## src/rtl/sram_port_arbiter_if.sv

```systemverilog
// Request/response bundle between the two SRAM clients and the port arbiter.
// The master side is the requester pair, the slave side is the arbiter.
interface sram_port_arbiter_if #(
  parameter int ADDR_W = 15,
  parameter int DATA_W = 32
);
  logic              rq0_valid;
  logic              rq0_ready;
  logic              rq0_we;
  logic [ADDR_W-1:0] rq0_addr;
  logic [DATA_W-1:0] rq0_wdata;
  logic [2:0]        rq0_cfg;

  logic              rq1_valid;
  logic              rq1_ready;
  logic              rq1_we;
  logic [ADDR_W-1:0] rq1_addr;
  logic [DATA_W-1:0] rq1_wdata;
  logic [2:0]        rq1_cfg;

  logic              rsp0_valid;
  logic [DATA_W-1:0] rsp0_rdata;
  logic              rsp1_valid;
  logic [DATA_W-1:0] rsp1_rdata;

  modport master (
    output rq0_valid, rq0_we, rq0_addr, rq0_wdata, rq0_cfg,
    output rq1_valid, rq1_we, rq1_addr, rq1_wdata, rq1_cfg,
    input  rq0_ready, rq1_ready,
    input  rsp0_valid, rsp0_rdata, rsp1_valid, rsp1_rdata
  );

  modport slave (
    input  rq0_valid, rq0_we, rq0_addr, rq0_wdata, rq0_cfg,
    input  rq1_valid, rq1_we, rq1_addr, rq1_wdata, rq1_cfg,
    output rq0_ready, rq1_ready,
    output rsp0_valid, rsp0_rdata, rsp1_valid, rsp1_rdata
  );
endinterface

```

## src/rtl/sram_port_arbiter.sv

```systemverilog
// Round-robin two-client arbiter/sequencer for a unit_sram_reduced macro, with a
// one-cycle configuration bubble and tagged read-data return.
module sram_port_arbiter #(
  parameter int ADDR_W  = 15,
  parameter int DATA_W  = 32,
  parameter int REG_OUT = 0
) (
  input  logic              sram_clk,
  input  logic              sram_rst_n,
  sram_port_arbiter_if.slave rq,
  output logic [ADDR_W-1:0] sram_addr,
  output logic [DATA_W-1:0] sram_d_in,
  output logic [2:0]        sram_c,
  output logic              sram_wen,
  output logic              sram_ren,
  output logic              sram_reg_out,
  input  logic [DATA_W-1:0] sram_d_out
);
  localparam int TAG_DEPTH = 2 + REG_OUT;

  typedef enum logic {RUN, CFG} state_t;

  state_t               state, state_nxt;
  logic [1:0]           req_valid, req_we;
  logic [ADDR_W-1:0]    req_addr [2];
  logic [DATA_W-1:0]    req_wdata [2];
  logic [2:0]           req_cfg [2];
  logic                 last_grant, lock_pend, locked;
  logic                 win, accept, cfg_load;
  logic [2:0]           cur_cfg;
  logic [TAG_DEPTH-1:0] tag_valid, tag_port;
  logic [1:0]           rsp_valid;
  logic [DATA_W-1:0]    rsp_rdata [2];

  assign req_valid    = {rq.rq1_valid, rq.rq0_valid};
  assign req_we       = {rq.rq1_we, rq.rq0_we};
  assign req_addr[0]  = rq.rq0_addr;
  assign req_addr[1]  = rq.rq1_addr;
  assign req_wdata[0] = rq.rq0_wdata;
  assign req_wdata[1] = rq.rq1_wdata;
  assign req_cfg[0]   = rq.rq0_cfg;
  assign req_cfg[1]   = rq.rq1_cfg;

  assign rq.rq0_ready  = accept & ~win;
  assign rq.rq1_ready  = accept & win;
  assign rq.rsp0_valid = rsp_valid[0];
  assign rq.rsp1_valid = rsp_valid[1];
  assign rq.rsp0_rdata = rsp_rdata[0];
  assign rq.rsp1_rdata = rsp_rdata[1];
  assign sram_reg_out  = (REG_OUT != 0);

  // Right after a bubble the requester that caused it keeps the slot, so the
  // other port cannot steal the configuration it just paid for.
  always_comb begin
    win = 1'b0;
    if (lock_pend && req_valid[locked]) begin
      win = locked;
    end else if (req_valid == 2'b11) begin
      win = ~last_grant;
    end else begin
      win = req_valid[1];
    end
  end

  always_comb begin
    state_nxt = state;
    accept    = 1'b0;
    cfg_load  = 1'b0;
    case (state)
      RUN: begin
        if (req_valid != 2'b00) begin
          if (req_cfg[win] == cur_cfg) begin
            accept = 1'b1;
          end else begin
            cfg_load  = 1'b1;
            state_nxt = CFG;
          end
        end
      end
      CFG: state_nxt = RUN;
      default: state_nxt = RUN;
    endcase
  end

  always_ff @(posedge sram_clk or negedge sram_rst_n) begin
    if (!sram_rst_n) begin
      state      <= RUN;
      last_grant <= 1'b1;
      lock_pend  <= 1'b0;
      locked     <= 1'b0;
      cur_cfg    <= 3'b000;
    end else begin
      state     <= state_nxt;
      lock_pend <= (state == CFG);
      if (accept) begin
        last_grant <= win;
      end
      if (cfg_load) begin
        locked  <= win;
        cur_cfg <= req_cfg[win];
      end
    end
  end

  always_ff @(posedge sram_clk or negedge sram_rst_n) begin
    if (!sram_rst_n) begin
      sram_addr <= '0;
      sram_d_in <= '0;
      sram_c    <= 3'b000;
      sram_wen  <= 1'b0;
      sram_ren  <= 1'b0;
    end else begin
      sram_wen <= 1'b0;
      sram_ren <= 1'b0;
      if (accept) begin
        sram_addr <= req_addr[win];
        sram_d_in <= req_wdata[win];
        sram_c    <= req_cfg[win];
        sram_wen  <= req_we[win];
        sram_ren  <= ~req_we[win];
      end else if (cfg_load) begin
        sram_c <= req_cfg[win];
      end
    end
  end

  // The tag tail lines up with the cycle in which the macro presents d_out.
  always_ff @(posedge sram_clk or negedge sram_rst_n) begin
    if (!sram_rst_n) begin
      tag_valid    <= '0;
      tag_port     <= '0;
      rsp_valid    <= 2'b00;
      rsp_rdata[0] <= '0;
      rsp_rdata[1] <= '0;
    end else begin
      tag_valid <= {tag_valid[TAG_DEPTH-2:0], accept & ~req_we[win]};
      tag_port  <= {tag_port[TAG_DEPTH-2:0], win};
      rsp_valid <= 2'b00;
      if (tag_valid[TAG_DEPTH-1]) begin
        rsp_valid[tag_port[TAG_DEPTH-1]] <= 1'b1;
        rsp_rdata[tag_port[TAG_DEPTH-1]] <= sram_d_out;
      end
    end
  end
endmodule

```

## src/flat_wrapper.sv

```systemverilog
// flat-port wrapper written by rule: the top's interface ports become plain ports
module sram_port_arbiter_flat 
#(
  parameter int ADDR_W  = 15,
  parameter int DATA_W  = 32,
  parameter int REG_OUT = 0
)
  (sram_clk, sram_rst_n, sram_addr, sram_d_in, sram_c, sram_wen, sram_ren, sram_reg_out, sram_d_out, rq_rq0_valid, rq_rq0_we, rq_rq0_addr, rq_rq0_wdata, rq_rq0_cfg, rq_rq1_valid, rq_rq1_we, rq_rq1_addr, rq_rq1_wdata, rq_rq1_cfg, rq_rq0_ready, rq_rq1_ready, rq_rsp0_valid, rq_rsp0_rdata, rq_rsp1_valid, rq_rsp1_rdata);
  sram_port_arbiter_if #(.ADDR_W(ADDR_W), .DATA_W(DATA_W)) rq_i ();
  input  logic sram_clk;
  input  logic sram_rst_n;
  output logic [ADDR_W-1:0] sram_addr;
  output logic [DATA_W-1:0] sram_d_in;
  output logic [2:0] sram_c;
  output logic sram_wen;
  output logic sram_ren;
  output logic sram_reg_out;
  input  logic [DATA_W-1:0] sram_d_out;
  input wire logic [$bits(rq_i.rq0_valid)-1:0] rq_rq0_valid;
  input wire logic [$bits(rq_i.rq0_we)-1:0] rq_rq0_we;
  input wire logic [$bits(rq_i.rq0_addr)-1:0] rq_rq0_addr;
  input wire logic [$bits(rq_i.rq0_wdata)-1:0] rq_rq0_wdata;
  input wire logic [$bits(rq_i.rq0_cfg)-1:0] rq_rq0_cfg;
  input wire logic [$bits(rq_i.rq1_valid)-1:0] rq_rq1_valid;
  input wire logic [$bits(rq_i.rq1_we)-1:0] rq_rq1_we;
  input wire logic [$bits(rq_i.rq1_addr)-1:0] rq_rq1_addr;
  input wire logic [$bits(rq_i.rq1_wdata)-1:0] rq_rq1_wdata;
  input wire logic [$bits(rq_i.rq1_cfg)-1:0] rq_rq1_cfg;
  output wire logic [$bits(rq_i.rq0_ready)-1:0] rq_rq0_ready;
  output wire logic [$bits(rq_i.rq1_ready)-1:0] rq_rq1_ready;
  output wire logic [$bits(rq_i.rsp0_valid)-1:0] rq_rsp0_valid;
  output wire logic [$bits(rq_i.rsp0_rdata)-1:0] rq_rsp0_rdata;
  output wire logic [$bits(rq_i.rsp1_valid)-1:0] rq_rsp1_valid;
  output wire logic [$bits(rq_i.rsp1_rdata)-1:0] rq_rsp1_rdata;
  assign rq_i.rq0_valid = rq_rq0_valid;
  assign rq_i.rq0_we = rq_rq0_we;
  assign rq_i.rq0_addr = rq_rq0_addr;
  assign rq_i.rq0_wdata = rq_rq0_wdata;
  assign rq_i.rq0_cfg = rq_rq0_cfg;
  assign rq_i.rq1_valid = rq_rq1_valid;
  assign rq_i.rq1_we = rq_rq1_we;
  assign rq_i.rq1_addr = rq_rq1_addr;
  assign rq_i.rq1_wdata = rq_rq1_wdata;
  assign rq_i.rq1_cfg = rq_rq1_cfg;
  assign rq_rq0_ready = rq_i.rq0_ready;
  assign rq_rq1_ready = rq_i.rq1_ready;
  assign rq_rsp0_valid = rq_i.rsp0_valid;
  assign rq_rsp0_rdata = rq_i.rsp0_rdata;
  assign rq_rsp1_valid = rq_i.rsp1_valid;
  assign rq_rsp1_rdata = rq_i.rsp1_rdata;
  sram_port_arbiter #(.ADDR_W(ADDR_W), .DATA_W(DATA_W), .REG_OUT(REG_OUT)) u_core (.sram_clk(sram_clk), .sram_rst_n(sram_rst_n), .rq(rq_i), .sram_addr(sram_addr), .sram_d_in(sram_d_in), .sram_c(sram_c), .sram_wen(sram_wen), .sram_ren(sram_ren), .sram_reg_out(sram_reg_out), .sram_d_out(sram_d_out));
endmodule
```

## config.mk

```make
export PLATFORM = sky130hd
export DESIGN_NAME = sram_port_arbiter_flat
export DESIGN_NICKNAME = d
export VERILOG_FILES = /design/src/rtl/sram_port_arbiter_if.sv /design/src/rtl/sram_port_arbiter.sv /design/src/flat_wrapper.sv
export SDC_FILE = /design/constraint.sdc
export NUM_CORES = 1
export LEC_CHECK = 0
export CORE_UTILIZATION = 45
export CTS_BUF_LIST = sky130_fd_sc_hd__clkbuf_4 sky130_fd_sc_hd__clkbuf_8 sky130_fd_sc_hd__clkbuf_16
export DETAILED_ROUTE_END_ITERATION = 8
export PLACE_DENSITY = 0.95
export SYNTH_ARGS = -nofsm -noshare
export SYNTH_HDL_FRONTEND = slang
export SYNTH_SLANG_ARGS = --single-unit
```

## constraint.sdc

```tcl
create_clock -name sram_clk -period 4.35 [get_ports sram_clk]
set_clock_uncertainty 0.05 [all_clocks]
set_input_delay 0.87 -clock sram_clk [delete_from_list [all_inputs] [get_ports sram_clk]]
set_output_delay 0.87 -clock sram_clk [all_outputs]
set_load 0.05 [all_outputs]
```

==> impl.org, run 1 <==
** Run status
- The run finished with clean final reports.

** Timing
- Setup TNS after final layout :: 0 ps
- Dividing the final minimum period by the clock period gives 83.3%.
- The count of final hold-check violations came to 0.
- The max-slew violation count came to 0.
- At the pin with the least slew margin, the transition time is roughly 980 ps.
- Achievable clock frequency :: 0.276 GHz
- The worst path needs 3620 ps of the cycle, external delays included.
- Relative slew margins :: 34.7%
- RSZ-0062 raised after global routing :: false
- Setup violations remaining at the end of the flow were counted as 0.

** Global route
- The first global-routing pass estimated 22500 µm of wire.
- Remaining global-route overflow :: 0
- The via count of the first global-routing pass was 4255.
- GRT Total Usage :: 22.8%
- Maximum number of pins on one net before global-route repair :: 48
- The number of antenna violations at the first check in global routing came to 0.

** Yosys
- The Yosys step of the flow raised 0 warnings.
- Share of the synthesized area in the top cell type :: 56.8%
- Synthesis produced 353 cells.
- By count the netlist is led by dfrtp_1, mux2_2, mux2_4, nor2_1, a21oi_1.
- The most common cell in the synthesized netlist is dfrtp_1.
- Summed over all instances, the cell type with the most area after synthesis is dfrtp_1.
- For this run, the register share of the synthesized area comes to 57.3%.
- The mapped netlist covers 5590 µm².
- Among all flip-flop cells after synthesis, the most frequent one is dfrtp_1.
- Proportion of register bits with asynchronous set or reset after synthesis :: between 90% and 100%
- The number of nets handed over by synthesis was 491.
- The synthesized design contains 0 enable-type register cells.
- Average footprint of a synthesized cell :: 15.8 µm²
- Counting flops and latches in the post-synthesis netlist gives 128.
- The synthesized netlist contains 28 unique library cells.
- Largest cells by area after synthesis :: dfrtp_1, mux2_2, mux2_4, buf_8, mux2i_1

** Clock network
- Post-CTS Repair Setup Buffers :: 0
- The clock passes through at most 2 buffers.
- Clock sink count :: 128
- Root buffer cell :: clkbuf_16
- Cells resized by post-CTS repair :: 0
- Cts-stage hold buffer count :: 0
- In this run, CTS created clock tree buffers numbering 17.
- Clock-pin slew was measured on the worst setup and hold paths at approximately 50 ps.
- TritonCTS clock tree :: done
- Number of H-tree levels :: 4
- At the later pin of the worst-skew pair, clock insertion delay measures 400 ps.

** Die
- Pin placement for this block handled 259 I/O pins.
- The floorplan step defined a core boundary enclosing 12100 µm².
- Measured along the y axis, the die boundary spans 113 µm.
- Die Outline Area :: 12900 µm²
- Initial Utilization :: around 46%
- Standard-cell rows :: 40
- The die is 113 µm wide.

** Placement
- Placed wire-length estimate after detailed placement :: 10700 µm
- Final estimated routing congestion in global placement :: 0.751
- After detailed placement, the total cell area comes to 8310 µm².
- Port-buffer cells :: 257

** Worst setup path
- At the worst endpoint, the arrival time is approximately 2700 ps.
- Crit path max fanout :: 21
- Endpoint of the most critical register-to-register path :: u_core.sram_addr[14]$_DFFE_PN0P_
- Worst setup path start :: rq_rq0_valid
- The worst setup path is captured at an output port.
- In this run the critical register-to-register path is launched from u_core.last_grant$_DFFE_PN1P_.
- Counting buffers and inverters, the worst setup path is 6 cells deep.
- STA classifies the critical path startpoint as an input pin.
- Worst r2r path cells :: 6
- Buffers plus inverters on the worst setup path :: 3
- The critical path in this run is classified as in2out.
- CP max stage delay :: 530 ps
- The slowest stage of the critical path is the clkdlybuf4s50_1 cell.
- Register-to-register path setup slack :: 1740 ps
- Worst endpoint required time :: 3430 ps
- The kind of cell with the highest combined delay along the critical path is buffers and inverters.
- The signal on the critical path passes through clkdlybuf4s50_1 -> o21ai_2 -> nand2_2 -> clkinv_1 -> and2_1 -> buf_12.
- Following the worst setup path forward leads to its endpoint at rq_rq1_ready.

** Hold path
- Counting instances, the worst hold path has a depth of 0.
- Worst Hold Class :: reg2reg
- Startpoint of the lowest-slack hold path :: u_core.tag_port[0]$_DFF_PN0_

** Detailed routing
- The count of nets left with antenna violations once routing finished came out at 0.
- Post-DR wirelength/cell :: 17.9 µm
- First-pass detailed-route iteration total :: 4
- In this run, the number of DRC markers left after iteration 0 of detailed routing was 228.
- Total number of vias :: 3885
- Dividing the detail-routed via count by the number of cells gives 4.88.
- Drt total wl :: approximately 14000 µm
- After detailed routing, the number of remaining DRC violations is 0.

** Final layout
- Area Growth Syn to Fin :: 59.5%
- At the end of the flow, the number of nets in the layout was approximately 750.
- Design Area, Final :: 8920 µm²
- Antenna fix cells :: 0
- Of the cells placed in the final design, the portion with a size suffix greater than 1 is 33.0%.
- Fillers :: 739

** Power
- Across the VDD grid, the largest voltage drop is approximately 0.4 mV.
- Dividing total power by cell area gives a power density of 882 nW/µm².
- For this design the static power due to leakage is roughly 3.8 nW.

** Flow run
- Number of maximum-capacitance constraint violations :: 0
==> area by class of cell <==
class,count,area [µm²],share of cell area (%)
timing repair buffer,263,2640,29.5
clock inverter,12,156,1.75
clock buffer,20,454,5.09
multi-input combinational,203,2250,25.3
sequential,128,3200,35.9
tap,168,210,2.36
inverter,2,7.51,0.0841
==> power by group <==
| group | internal [W] | switching [W] | leakage, nW |
|---|---|---|---|
| combinational | 0.00171 | 0.00260 | 1.94 |
| clock | 0.000932 | 0.000514 | 0.290 |
| sequential | 0.00177 | 0.000339 | 1.56 |
==> logic make-up after synthesis <==
kind of cell | share of synthesized area [%]
compound gates | 1.30
xor+xnor | 0.626
buf+inv | 2.73
flops | 57.3
mux | 35.9
other cells | 0.0670
simple gates | 2.06
==> per-layer routing <==
layer | up-vias | global-route usage, % | part of all wire, %
met5 | - | 0 | 0.035
met4 | 2 | 7.19 | 1.5
met3 | 17 | 6.70 | 6.5
met2 | 182 | 40.5 | 52
met1 | 1912 | 26.6 | 40
li1 | 1772 | - | -
==> worst reg2reg max path, cell delays in order (launching register included) <==
cell and delay, ps:
dfstp_2 520, nor2b_1 160, o21ai_2 100, a221oi_2 350
o21a_4 210, buf_4 670, mux2_2 440
==> layout by cell type, fill, tap and decap left out <==
| cell type | count |
|---|---|
| nor2b_1 | 3 |
| clkinv_1 | 1 |
| inv_6 | 3 |
| clkbuf_4 | 2 |
| clkbuf_8 | 1 |
| mux2_4 | 45 |
| clkdlybuf4s50_1 | 254 |
| nor4_1 | 1 |
| a221oi_2 | 1 |
| dfstp_2 | 1 |
| o2111a_1 | 1 |
| nor2b_4 | 1 |
| mux2_2 | 114 |
| mux2_1 | 1 |
| nand2_1 | 3 |
| nor2_1 | 10 |
| clkbuf_16 | 17 |
| dfrtp_1 | 127 |
| a21oi_1 | 6 |
| inv_1 | 1 |
| clkinv_2 | 2 |
| clkinvlp_4 | 4 |
| o21ai_2 | 1 |
| buf_12 | 2 |
| xnor2_1 | 2 |
| xor2_1 | 2 |
| o21a_4 | 1 |
| bufinv_16 | 3 |
| or2_2 | 1 |
| mux2i_1 | 4 |
| conb_1 | 1 |
| nand2_2 | 1 |
| and2_1 | 4 |
| buf_4 | 7 |
==> per-stage QoR <==
stage / setup WS [ps] / cells / total power (W) / utilization, % / hold WS (ps)
floorplan: 1160 / 353 / 0.00494 / - / 281
finish: 727 / 796 / 0.00787 / 74.0 / 296
global route: 579 / 796 / 0.00818 / 74.0 / 315
CTS: 701 / 796 / 0.00793 / 74.0 / 297
global placement: 821 / 764 / 0.00632 / 68.9 / 296
detailed placement: 704 / 764 / 0.00645 / 68.9 / 285
==> state kept, by name (all words and copies together), names as in the netlist, 2 cells and up <==
signal                count
u_core.sram_addr         15
u_core.tag_valid          2
u_core.sram_d_in         32
u_core.rq.rsp0_rdata     32
u_core.tag_port           2
u_core.rsp_valid          2
u_core.rq.rsp1_rdata     32
u_core.sram_c             3
u_core.cur_cfg            3
==> worst min path at each step <==
stage | endpoint | slack, ps
after floorplan | u_core.tag_port[1]$_DFF_PN0_ | 280
after global placement | u_core.tag_port[1]$_DFF_PN0_ | 300
after detailed placement | u_core.tag_port[1]$_DFF_PN0_ | 280
after CTS | u_core.tag_port[1]$_DFF_PN0_ | 300
after global routing | u_core.tag_port[1]$_DFF_PN0_ | 310
final | u_core.tag_port[1]$_DFF_PN0_ | 300
(Power assumes the default switching activity.)
==> run 2: changes to the inputs <==
Settings changed: CORE_UTILIZATION 45 to 38, PLACE_DENSITY 0.95 to 0.88.
Clock period 4.35 ns to 2.95 ns, I/O delays scaled along.
==> run 2 against run 1 <==
- setup slack worse by 650 ps
- sequential power is 48% higher
- register-to-register slack worse by 1100 ps
- cell count is 1.9% higher
- highest routed layer is now met4
- die area is 18% higher
- largest power group unchanged
- first-iteration DRC count is 51% lower
- combinational power is 47% higher
- flip-flop and latch count stayed put
- hold slack worse by 140 ps
- global-route usage is 4.1 points lower
==> impl.org, run 2 (synthesis results as in run 1) <==
** Power
- The static leakage was 3.85 nW (+1.4%).
- Combinational share of power :: 54.7% (about the same)
- Net switching share of the total power :: 43.1% (-0.83 points)
- Maximum ir drop on the vdd rail :: 0.724 mV (+83%)
- The internal power was 0.00663 W (+50%).
- Net switching power figure :: 0.00501 W (+45%)
- Overall power :: 0.0116 W (+48%)
- The ratio of total power to cell area was 1290 nW/µm² (+46%).
- Seq pwr share :: 26.8% (about the same)
- Portion of total power attributed to the clock network :: 18.6% (+0.2 points)

** Flow run
- Number of maximum-capacitance constraint violations :: 0 (unchanged)

** Worst setup path
- Endpoint type of the worst setup path :: output port
- Worst endpoint required time :: 2310 ps (-1120 ps)
- The worst setup path is launched from an input pin.
- The worst setup slack for register-to-register paths is 610 ps (-1130 ps).
- Among cell families on the critical path, the largest total delay comes from buffers and inverters.
- The worst setup path is of the in2out kind.
- Traced cell by cell, the critical path runs through clkdlybuf4s50_1 -> or2_2 -> a221oi_2 -> o21a_4 -> and2_1 -> buf_12.
- The worst path buffer plus inverter count came to 2 (-1).
- The worst register-to-register path begins at u_core.last_grant$_DFFE_PN1P_.
- The largest stage delay on the critical path was 440 ps (-90 ps).
- The path depth of the worst reg2reg path was 6 (unchanged).
- The slowest stage of the critical path is the clkdlybuf4s50_1 cell.
- The endpoint identified for the worst register-to-register timing path is u_core.sram_d_in[13]$_DFFE_PN0P_.
- The data arrival time at the worst-slack endpoint was 2230 ps (-470 ps).
- Crit path max fanout :: 4 (-81%)

** Final layout
- The final cell area excluding filler cells came to 9010 µm² (+1.0%).
- The net total in the final layout came to 758 (+0.66%).
- The share of layout cells above drive strength 1 came to 33.3% (+0.32 points).
- Commonest cells after routing, fill and taps aside :: clkdlybuf4s50_1, dfrtp_1, mux2_2
- Number of non-filler instances in the completed layout :: 811 (+1.9%)
- Area Growth Syn to Fin :: 61.1%
- Antenna fix cells :: 0 (unchanged)
- Most common library cell in the layout ignoring fill and taps :: clkdlybuf4s50_1

** Detailed routing
- Number of DRC violations after detailed routing :: 0 (unchanged)
- Total number of vias :: 3869 (-0.41%)
- Number of design-rule violations left by the first detailed-router iteration :: 111 (-51%)
- The first-pass iteration count of the detailed router was 4 (unchanged).
- The post-detailed-routing wire length was 14000 µm (-1.9%).
- Antenna-violating nets left :: 0 (unchanged)
- Post-DR wirelength/cell :: 17.3 µm (-3.7%)
- Detailed-route vias per instance :: 4.77 (-2.3%)

** Placement
- The placed wire-length estimate is 10300 µm (-3.2%).
- The total of buffers placed on input and output ports came to 257 (unchanged).
- The weighted congestion reported at the end of routability-driven placement came to 0.858 (+14%).
- The worst slack at placement was 97.8 ps (-606 ps).
- Post-placement cell area :: 8390 µm² (+0.93%)
- The number of cells after detailed placement came to 781 (+2.2%).

** Clock network
- Cells resized by post-CTS repair :: 0 (unchanged)
- Clock-pin slew on the worst setup and hold paths :: 50 ps (about the same)
- TritonCTS built the clock tree.
- The count of hold buffers inserted by post-cts repair was 0 (unchanged).
- Buffers from clock root to sink, at most :: 2 (unchanged)
- The clock latency reported for the late side of the worst-skew pair was 400 ps (about the same).
- The post-CTS setup-driven buffer insertion count is 0 (unchanged).
- The number of buffers inserted during clock tree synthesis was 17 (unchanged).
- Clock sink count :: 128 (unchanged)
- Clock tree synthesis selected as its root buffer the cell clkbuf_16.
- Number of H-tree levels :: 4 (unchanged)

** Die
- The die footprint is 15200 µm² (+18%).
- Horiz. Die Dim :: 123 µm (+8.7%)
- Height of the die :: 123 µm (+8.7%)
- Standard-cell rows :: 43 (+7.5%)
- Area inside the core boundary :: 14100 µm² (+17%)
- The initial cell density of the core was 39.7% (-6.7 points).
- IO Pins :: 259 (unchanged)

** Timing
- Relative slew margins :: 34.1% (-0.57 points)
- The setup total negative slack was 0 ps (unchanged).
- The final critical path takes up 97.4% of the cycle.
- RSZ-0062 raised after global routing :: false
- Counting I/O delays and the setup requirement, the final critical path takes 2870 ps.
- Fin worst setup slack :: 77.6 ps (-649 ps)
- Number of pins exceeding their max-slew limit in the final report :: 0 (unchanged)
- Transition time at the pin with the least slew margin :: 987 ps (+8.59 ps)
- Achievable clock frequency :: 0.348 GHz
- The count of final hold-check violations came to 0 (unchanged).
- Total of endpoints with negative setup slack in the final report :: 0 (unchanged)

** Global route
- Antenna violations before repair :: 0 (unchanged)
- The maximum number of pins on one net before global-route repair is 53 (+10%).
- The total routing usage reported by global routing came to 18.7% (-4.1 points).
- Remaining global-route overflow :: 0 (unchanged)
- Global-route wire length before repair :: 21300 µm (-5.0%)
- The via count of the first global-routing pass is 4272 (+0.40%).

** Hold path
- Worst Hold Class :: in2async

** Run status
- The run finished with clean final reports.
run 2: cell count changes in the layout (fill, tap and decap cells not counted):
| cell | previous run | this run |
|---|---|---|
| inv_6 | 3 | 0 |
| clkbuf_8 | 1 | 6 |
| buf_12 | 2 | 4 |
| clkinvlp_4 | 4 | 0 |
| buf_4 | 7 | 10 |
run 2: routing by layer:
metal / wire (µm) / share of wire [%] / global-route usage (%)
met4: 244 / 1.7 / 7.76
met5: 0 / 0 / 0
met2: 7180 / 51 / 32.8
met3: 1040 / 7.4 / 5.77
met1: 5540 / 40 / 21.0
run 2: metrics by stage:
step	hold WS, ps	util (%)
finish	158	63.9
global route	195	63.9
CTS	162	63.9
detailed placement	299	59.5
global placement	299	59.5
floorplan	244	-
run 2: how the worst max path moves through the flow:
| stage | start | to | cells past startpoint |
|---|---|---|---|
| after detailed placement | rq_rq0_cfg[1] | rq_rq1_ready | 6 |
| after CTS | rq_rq0_cfg[1] | rq_rq0_ready | 6 |
| after global routing | rq_rq0_cfg[1] | rq_rq1_ready | 6 |
| after global placement | rq_rq0_cfg[1] | rq_rq0_ready | 6 |
| after floorplan | rq_rq0_cfg[1] | rq_rq0_ready | 6 |
| final | rq_rq0_cfg[1] | rq_rq1_ready | 6 |
run 2: final cells by class:
class,count,area [µm²]
Clock buffer,25,523
Inverter,2,7.51
Timing Repair Buffer,268,2700
Multi-Input combinational cell,203,2250
Clock inverter,5,100
Fill cell,985,5080
Sequential cell,128,3200
Tap cell,180,225
run 2: power by group through the flow:
stage	combinational [W]	sequential (W)	clock (W)
final	0.00636	0.00312	0.00216
after global routing	0.00660	0.00322	0.00229
after CTS	0.00641	0.00313	0.00222
after detailed placement	0.00639	0.00313	0
after global placement	0.00628	0.00309	0
after floorplan	0.00146	0.00582	0
